===== src/rtl/frog_position_ctrl.sv =====
// ---------------------------------------------------------------------------
// frog_position_ctrl
//
// Player-position tracker for the Frogger playfield. Held direction buttons
// become single hops through rising-edge detection. Each accepted hop moves
// the frog one cell. The position is clamped to the playfield, or wraps
// horizontally when enabled. A cooldown follows each hop, and a goal state
// latches once the frog reaches the top row.
//
// Optional feature macro:
//   FROG_WRAP_X_EN - when defined, L at x==X_MAX wraps to 0 and R at x==0
//                    wraps to X_MAX. Both count as full hops. Vertical motion
//                    always clamps.
//
// Ports:
//   clock      in   1      system clock
//   RST        in   1      synchronous active-high reset
//   L          in   1      left button level (increments x)
//   R          in   1      right button level (decrements x)
//   U          in   1      up button level (increments y)
//   D          in   1      down button level (decrements y)
//   respawn    in   1      return frog to start; hop_count is kept
//   x          out  X_W    current column
//   y          out  Y_W    current row
//   moved      out  1      one-cycle pulse on each accepted hop
//   at_goal    out  1      high while in the GOAL state
//   hop_count  out  CNT_W  accepted hops, wraps naturally
// ---------------------------------------------------------------------------
module frog_position_ctrl #(
  parameter int X_W          = 4,
  parameter int Y_W          = 4,
  parameter int X_MAX        = 15,
  parameter int Y_MAX        = 15,
  parameter int X_START      = 7,
  parameter int Y_START      = 0,
  parameter int HOP_COOLDOWN = 3,
  parameter int CNT_W        = 16
) (
  input  logic             clock,
  input  logic             RST,
  input  logic             L,
  input  logic             R,
  input  logic             U,
  input  logic             D,
  input  logic             respawn,
  output logic [X_W-1:0]   x,
  output logic [Y_W-1:0]   y,
  output logic             moved,
  output logic             at_goal,
  output logic [CNT_W-1:0] hop_count
);

  // The cooldown counter only has to hold HOP_COOLDOWN. It keeps at least
  // one bit so the design stays legal when the cooldown is disabled.
  localparam int CD_W = (HOP_COOLDOWN > 1) ? $clog2(HOP_COOLDOWN + 1) : 1;

  localparam logic [X_W-1:0]  X_LIM   = X_W'(X_MAX);
  localparam logic [Y_W-1:0]  Y_LIM   = Y_W'(Y_MAX);
  localparam logic [X_W-1:0]  X_HOME  = X_W'(X_START);
  localparam logic [Y_W-1:0]  Y_HOME  = Y_W'(Y_START);
  localparam logic [CD_W-1:0] CD_LOAD = CD_W'(HOP_COOLDOWN);

  typedef enum logic [1:0] {
    IDLE,
    COOLDOWN,
    GOAL
  } state_t;

  state_t state;
  state_t state_next;

  logic [CD_W-1:0]  cd_cnt;
  logic [CD_W-1:0]  cd_next;

  logic             l_hist;
  logic             r_hist;
  logic             u_hist;
  logic             d_hist;

  logic             press_l;
  logic             press_r;
  logic             press_u;
  logic             press_d;

  logic             hop;
  logic [X_W-1:0]   x_hop;
  logic [Y_W-1:0]   y_hop;

  logic [X_W-1:0]   x_next;
  logic [Y_W-1:0]   y_next;
  logic             moved_next;
  logic [CNT_W-1:0] count_next;

  // Button history for edge detection. It follows the inputs every cycle,
  // whatever the state, so a button held through cooldown or GOAL never
  // shows up later as a stale press. Reset drives it to 1. A button held
  // through reset therefore has to be released and pressed again before it
  // produces a hop.
  always_ff @(posedge clock) begin
    if (RST) begin
      l_hist <= 1'b1;
      r_hist <= 1'b1;
      u_hist <= 1'b1;
      d_hist <= 1'b1;
    end else begin
      l_hist <= L;
      r_hist <= R;
      u_hist <= U;
      d_hist <= D;
    end
  end

  assign press_l = L & ~l_hist;
  assign press_r = R & ~r_hist;
  assign press_u = U & ~u_hist;
  assign press_d = D & ~d_hist;

  // Select the single candidate hop for this cycle and apply the playfield
  // bounds. Priority is L > R > U > D. If the winning press is blocked by a
  // boundary, the whole cycle produces no hop. A lower-priority press in the
  // same cycle is dropped rather than tried in its place.
  always_comb begin
    hop   = 1'b0;
    x_hop = x;
    y_hop = y;
    if (press_l) begin
      if (x != X_LIM) begin
        x_hop = x + X_W'(1);
        hop   = 1'b1;
      end
`ifdef FROG_WRAP_X_EN
      else begin
        x_hop = '0;
        hop   = 1'b1;
      end
`endif
    end else if (press_r) begin
      if (x != '0) begin
        x_hop = x - X_W'(1);
        hop   = 1'b1;
      end
`ifdef FROG_WRAP_X_EN
      else begin
        x_hop = X_LIM;
        hop   = 1'b1;
      end
`endif
    end else if (press_u) begin
      if (y != Y_LIM) begin
        y_hop = y + Y_W'(1);
        hop   = 1'b1;
      end
    end else if (press_d) begin
      if (y != '0) begin
        y_hop = y - Y_W'(1);
        hop   = 1'b1;
      end
    end
  end

  // Next-state and next-output logic.
  // Hops are only accepted in IDLE. A hop that lands on the top row goes
  // straight to GOAL, which wins over COOLDOWN. COOLDOWN counts down and
  // returns to IDLE on the cycle its counter reads 1, so the next press can
  // land HOP_COOLDOWN+1 edges after the hop. Respawn overrides everything
  // except reset. It sends the frog home and keeps the hop count.
  always_comb begin
    state_next = state;
    cd_next    = cd_cnt;
    x_next     = x;
    y_next     = y;
    moved_next = 1'b0;
    count_next = hop_count;

    case (state)
      IDLE: begin
        if (hop) begin
          x_next     = x_hop;
          y_next     = y_hop;
          moved_next = 1'b1;
          count_next = hop_count + CNT_W'(1);
          if (y_hop == Y_LIM) begin
            state_next = GOAL;
          end else if (HOP_COOLDOWN > 0) begin
            state_next = COOLDOWN;
            cd_next    = CD_LOAD;
          end
        end
      end
      COOLDOWN: begin
        if (cd_cnt <= CD_W'(1)) begin
          state_next = IDLE;
          cd_next    = '0;
        end else begin
          cd_next = cd_cnt - CD_W'(1);
        end
      end
      GOAL: begin
        state_next = GOAL;
      end
      default: begin
        state_next = IDLE;
        cd_next    = '0;
      end
    endcase

    if (respawn) begin
      state_next = IDLE;
      cd_next    = '0;
      x_next     = X_HOME;
      y_next     = Y_HOME;
      moved_next = 1'b0;
      count_next = hop_count;
    end
  end

  // State and output registers. Every output is registered, so a press
  // sampled on an edge is visible immediately after that same edge.
  // at_goal is registered from the next state so it tracks GOAL exactly.
  always_ff @(posedge clock) begin
    if (RST) begin
      state     <= IDLE;
      cd_cnt    <= '0;
      x         <= X_HOME;
      y         <= Y_HOME;
      moved     <= 1'b0;
      at_goal   <= 1'b0;
      hop_count <= '0;
    end else begin
      state     <= state_next;
      cd_cnt    <= cd_next;
      x         <= x_next;
      y         <= y_next;
      moved     <= moved_next;
      at_goal   <= (state_next == GOAL);
      hop_count <= count_next;
    end
  end

endmodule


===== config.mk =====
export PLATFORM = sky130hd
export DESIGN_NAME = frog_position_ctrl
export DESIGN_NICKNAME = d
export VERILOG_FILES = /design/src/rtl/frog_position_ctrl.sv
export SDC_FILE = /design/constraint.sdc
export NUM_CORES = 1
export LEC_CHECK = 0
export ABC_AREA = 1
export ABC_CLOCK_PERIOD_IN_PS = 2400
export BUFFER_PORTS_ARGS = -buffer_cell sky130_fd_sc_hd__buf_4
export CORE_AREA = 2 2 71 73
export CTS_BUF_LIST = sky130_fd_sc_hd__clkbuf_8
export DETAILED_ROUTE_END_ITERATION = 10
export DIE_AREA = 0 0 73 75
export MAX_ROUTING_LAYER = met4
export SYNTH_ARGS = -nofsm -noshare
export SYNTH_HDL_FRONTEND = slang
export SYNTH_SLANG_ARGS = --single-unit

===== constraint.sdc =====
create_clock -name clock -period 2.4 [get_ports clock]
set_clock_uncertainty 0.2 [all_clocks]
set_input_delay 0.6 -clock clock [delete_from_list [all_inputs] [get_ports clock]]
set_output_delay 0.6 -clock clock [all_outputs]
set_load 0.05 [all_outputs]

==> flow_summary.yaml <==
outcome:
  status: "finished, final reports clean"
logic_synthesis:
  ys.flop_type: "dfxtp_1"
  ys_warn_count: 0
  yosysSeqAreaShare_pct: 35.3
  synth-edff-count: 0
  synthesis.nets: 278
  async_flop_share_pct: 0
  postSynthAreaPerCell_um2: 7.28
  synthCells: 265
  synth_area_um2: 1930
  ys_ff_latch: 34
  synth_cell_types: 34
timing:
  relSlewSlack_pct: 75.1
  setup_viol: 0
  fin_crit_sh_pct: 90.9
  finalSetupTns_ps: 0
  grt_setup_unrepaired: "false"
  worst_pin_slew_ps: 371
  fmax_ghz: 0.459
  final_max_slew_viol_count: 0
  hold_viol: 0
  min_period_ps: 2180
  holdWs_ps: 295
placed_design:
  dp_hpwl_mm: 3.10
  place.gp.congestion: 0.897
  port_buffers: 32
worst_hold_path:
  holdCritStartpoint: "R"
  min_to: "r_hist"
  hold_class: "in2reg"
  min_path_cells: 3
clock_tree:
  h-tree-depth: 2
  root_buffer: "clkbuf_8"
  post_cts_resized: 0
  post_cts_buffers: 0
  cts_buffers: 5
  clkSinkCount: 34
  clk_path_buf_depth: 2
  clk_pin_slew_worst_paths_ps: 70
  tritoncts: "done"
  clock_latency_ps: 280
  cts_hold_buffers: 0
drt:
  first_pass_iters: 5
  ant_nets: 0
  vias_per_cell: 4.88
  drc: 0
  drt_iter0_drc: 60
  num_vias: 1753
  routed_wl_mm: 4.06
  wire_per_inst_um: 11.3
power:
  powerDensity_nw_per_um2: 559
  vdd_ir_drop_max_uv: 267
  power_leakage_nw: 1.05
critical_path:
  rr_startpoint: "y[0]"
  r2r_slack_ps: 220
  crit_type: "reg2reg"
  cp.arrival_ps: 2200
  end_kind: "flop"
  reg2reg_to: "hop_count[0]"
  cp_max_fo: 8
  required_ps: 2420
  reg2regPathDepth: 14
  start_kind: "flop"
grt:
  grt.total_usage_pct: 16.6
  grt_max_degree: 15
  grt_pass1_wl_mm: 6.82
  grt_pass1_vias: 1548
  grt_overflow_total: 0
  antenna_found_initial: 0
finish:
  drive_gt1_share_pct: 24.9
  multi_input_area_um2: 1090
  most-common-layout-cells: "nand2_1, buf_4, dfxtp_1"
  areaGrowthSynthToFinish_pct: 22.3
  regArea_um2: 682
  final_common_cell: "nand2_1"
  n_antenna_cell: 0
  final_nets: 318
  nFillCells: 470
floorplan:
  die_area_um2: 5480
  fp.dieH_um: 75
  die_w_um: 73
  io_pins: 33
  start_util_pct: 41.4
  core_um2: 4660
  num_rows: 25
run:
  drv_cap: 0
[worst max-delay path by stage]
stage / from / cells past startpoint / end
finish: y[0] / 14 / hop_count[0]
global placement: L / 13 / hop_count[2]
detailed placement: L / 13 / hop_count[2]
floorplan: y[1] / 14 / hop_count[10]
CTS: y[0] / 14 / hop_count[15]
global route: y[0] / 14 / hop_count[2]
[flip-flops by register name, summed over array words and instances, names as in the netlist]
name	flops
hop_count	16
x	4
y	4
cd_cnt	2
state	2
at_goal	1
d_hist	1
l_hist	1
moved	1
r_hist	1
u_hist	1
[cell families after synthesis]
kind of cell / count (synthesis) / share of synthesized area (%)
and+or+nand+nor: 142 / 38.1
AOI/OAI and AO/OA: 40 / 11.2
xor gates and xnor gates: 7 / 3.18
buffers and inverters: 36 / 7.98
DFF: 34 / 35.3
adders and majority gates: 6 / 4.28
[power by group]
part	switching, mW	internal (mW)	total, mW
clock	0.210	0.332	0.542
sequential	0.0133	0.578	0.591
combinational	0.120	0.0638	0.183
total	0.343	0.974	1.32
[through the flow]
| step | worst slack [ps] | power [mW] | util [%] | cells | instance area (um2) |
|---|---|---|---|---|---|
| final | 219 | 1.32 | 50.6 | 359 | 2360 |
| after global routing | 1.99 | 1.37 | 50.6 | 359 | 2360 |
| after CTS | 204 | 1.34 | 50.6 | 359 | 2360 |
| after detailed placement | 90.1 | 0.788 | 48.2 | 352 | 2240 |
| after global placement | 124 | 0.788 | 48.2 | 352 | 2240 |
| after floorplan | 16.4 | 0.743 | - | 265 | 1930 |
[area by class of cell]
| type | count | area share, % |
|---|---|---|
| Sequential cell | 34 | 28.9 |
| Clock buffer | 6 | 3.50 |
| Timing Repair Buffer | 38 | 12.1 |
| Tap cell | 54 | 2.87 |
| Clock inverter | 1 | 1.27 |
| Inverter | 31 | 4.94 |
| Multi-Input combinational cell | 195 | 46.4 |
[synthesized netlist by cell type (2+ instances only)]
| cell type | number | area [um2] |
|---|---|---|
| a21oi_1 | 24 | 120 |
| buf_6 | 2 | 22.5 |
| clkbuf_1 | 2 | 7.51 |
| dfxtp_1 | 34 | 681 |
| ha_1 | 5 | 62.6 |
| inv_1 | 27 | 101 |
| inv_2 | 3 | 11.3 |
| nand2_1 | 59 | 221 |
| nand2_2 | 4 | 25.0 |
| nand2_4 | 3 | 33.8 |
| nand3_1 | 19 | 95.1 |
| nand4_1 | 6 | 37.5 |
| nor2_1 | 28 | 105 |
| nor2_2 | 2 | 12.5 |
| nor2_4 | 3 | 33.8 |
| nor3_1 | 2 | 10.0 |
| nor3_2 | 9 | 90.1 |
| nor4_1 | 2 | 12.5 |
| o21a_1 | 2 | 15.0 |
| o21ai_0 | 9 | 45.0 |
| o21ai_1 | 2 | 10.0 |
| xnor2_1 | 4 | 35.0 |
| xor2_1 | 3 | 26.3 |
[critical path, cell delays in order, from the launching register on]
cell     delay [ps]
dfxtp_2         410
inv_1           100
ha_1            240
nand2_1          90
nand3_2          80
nand2_2          90
nand2_2          50
nand2_2          90
nand2_4          70
nor2_8          120
nand2_4         120
inv_2           130
buf_4           150
o21ai_1          50
a21oi_1         110
[routing by layer]
metal	vias up	GRT usage [%]	wire, um
met4	0	6.38	38
met3	4	3.75	214
li1	939	-	-
met1	765	21.3	1930
met2	45	25.3	1880
met5	-	-	0
Power figures use the tool's default switching activity.
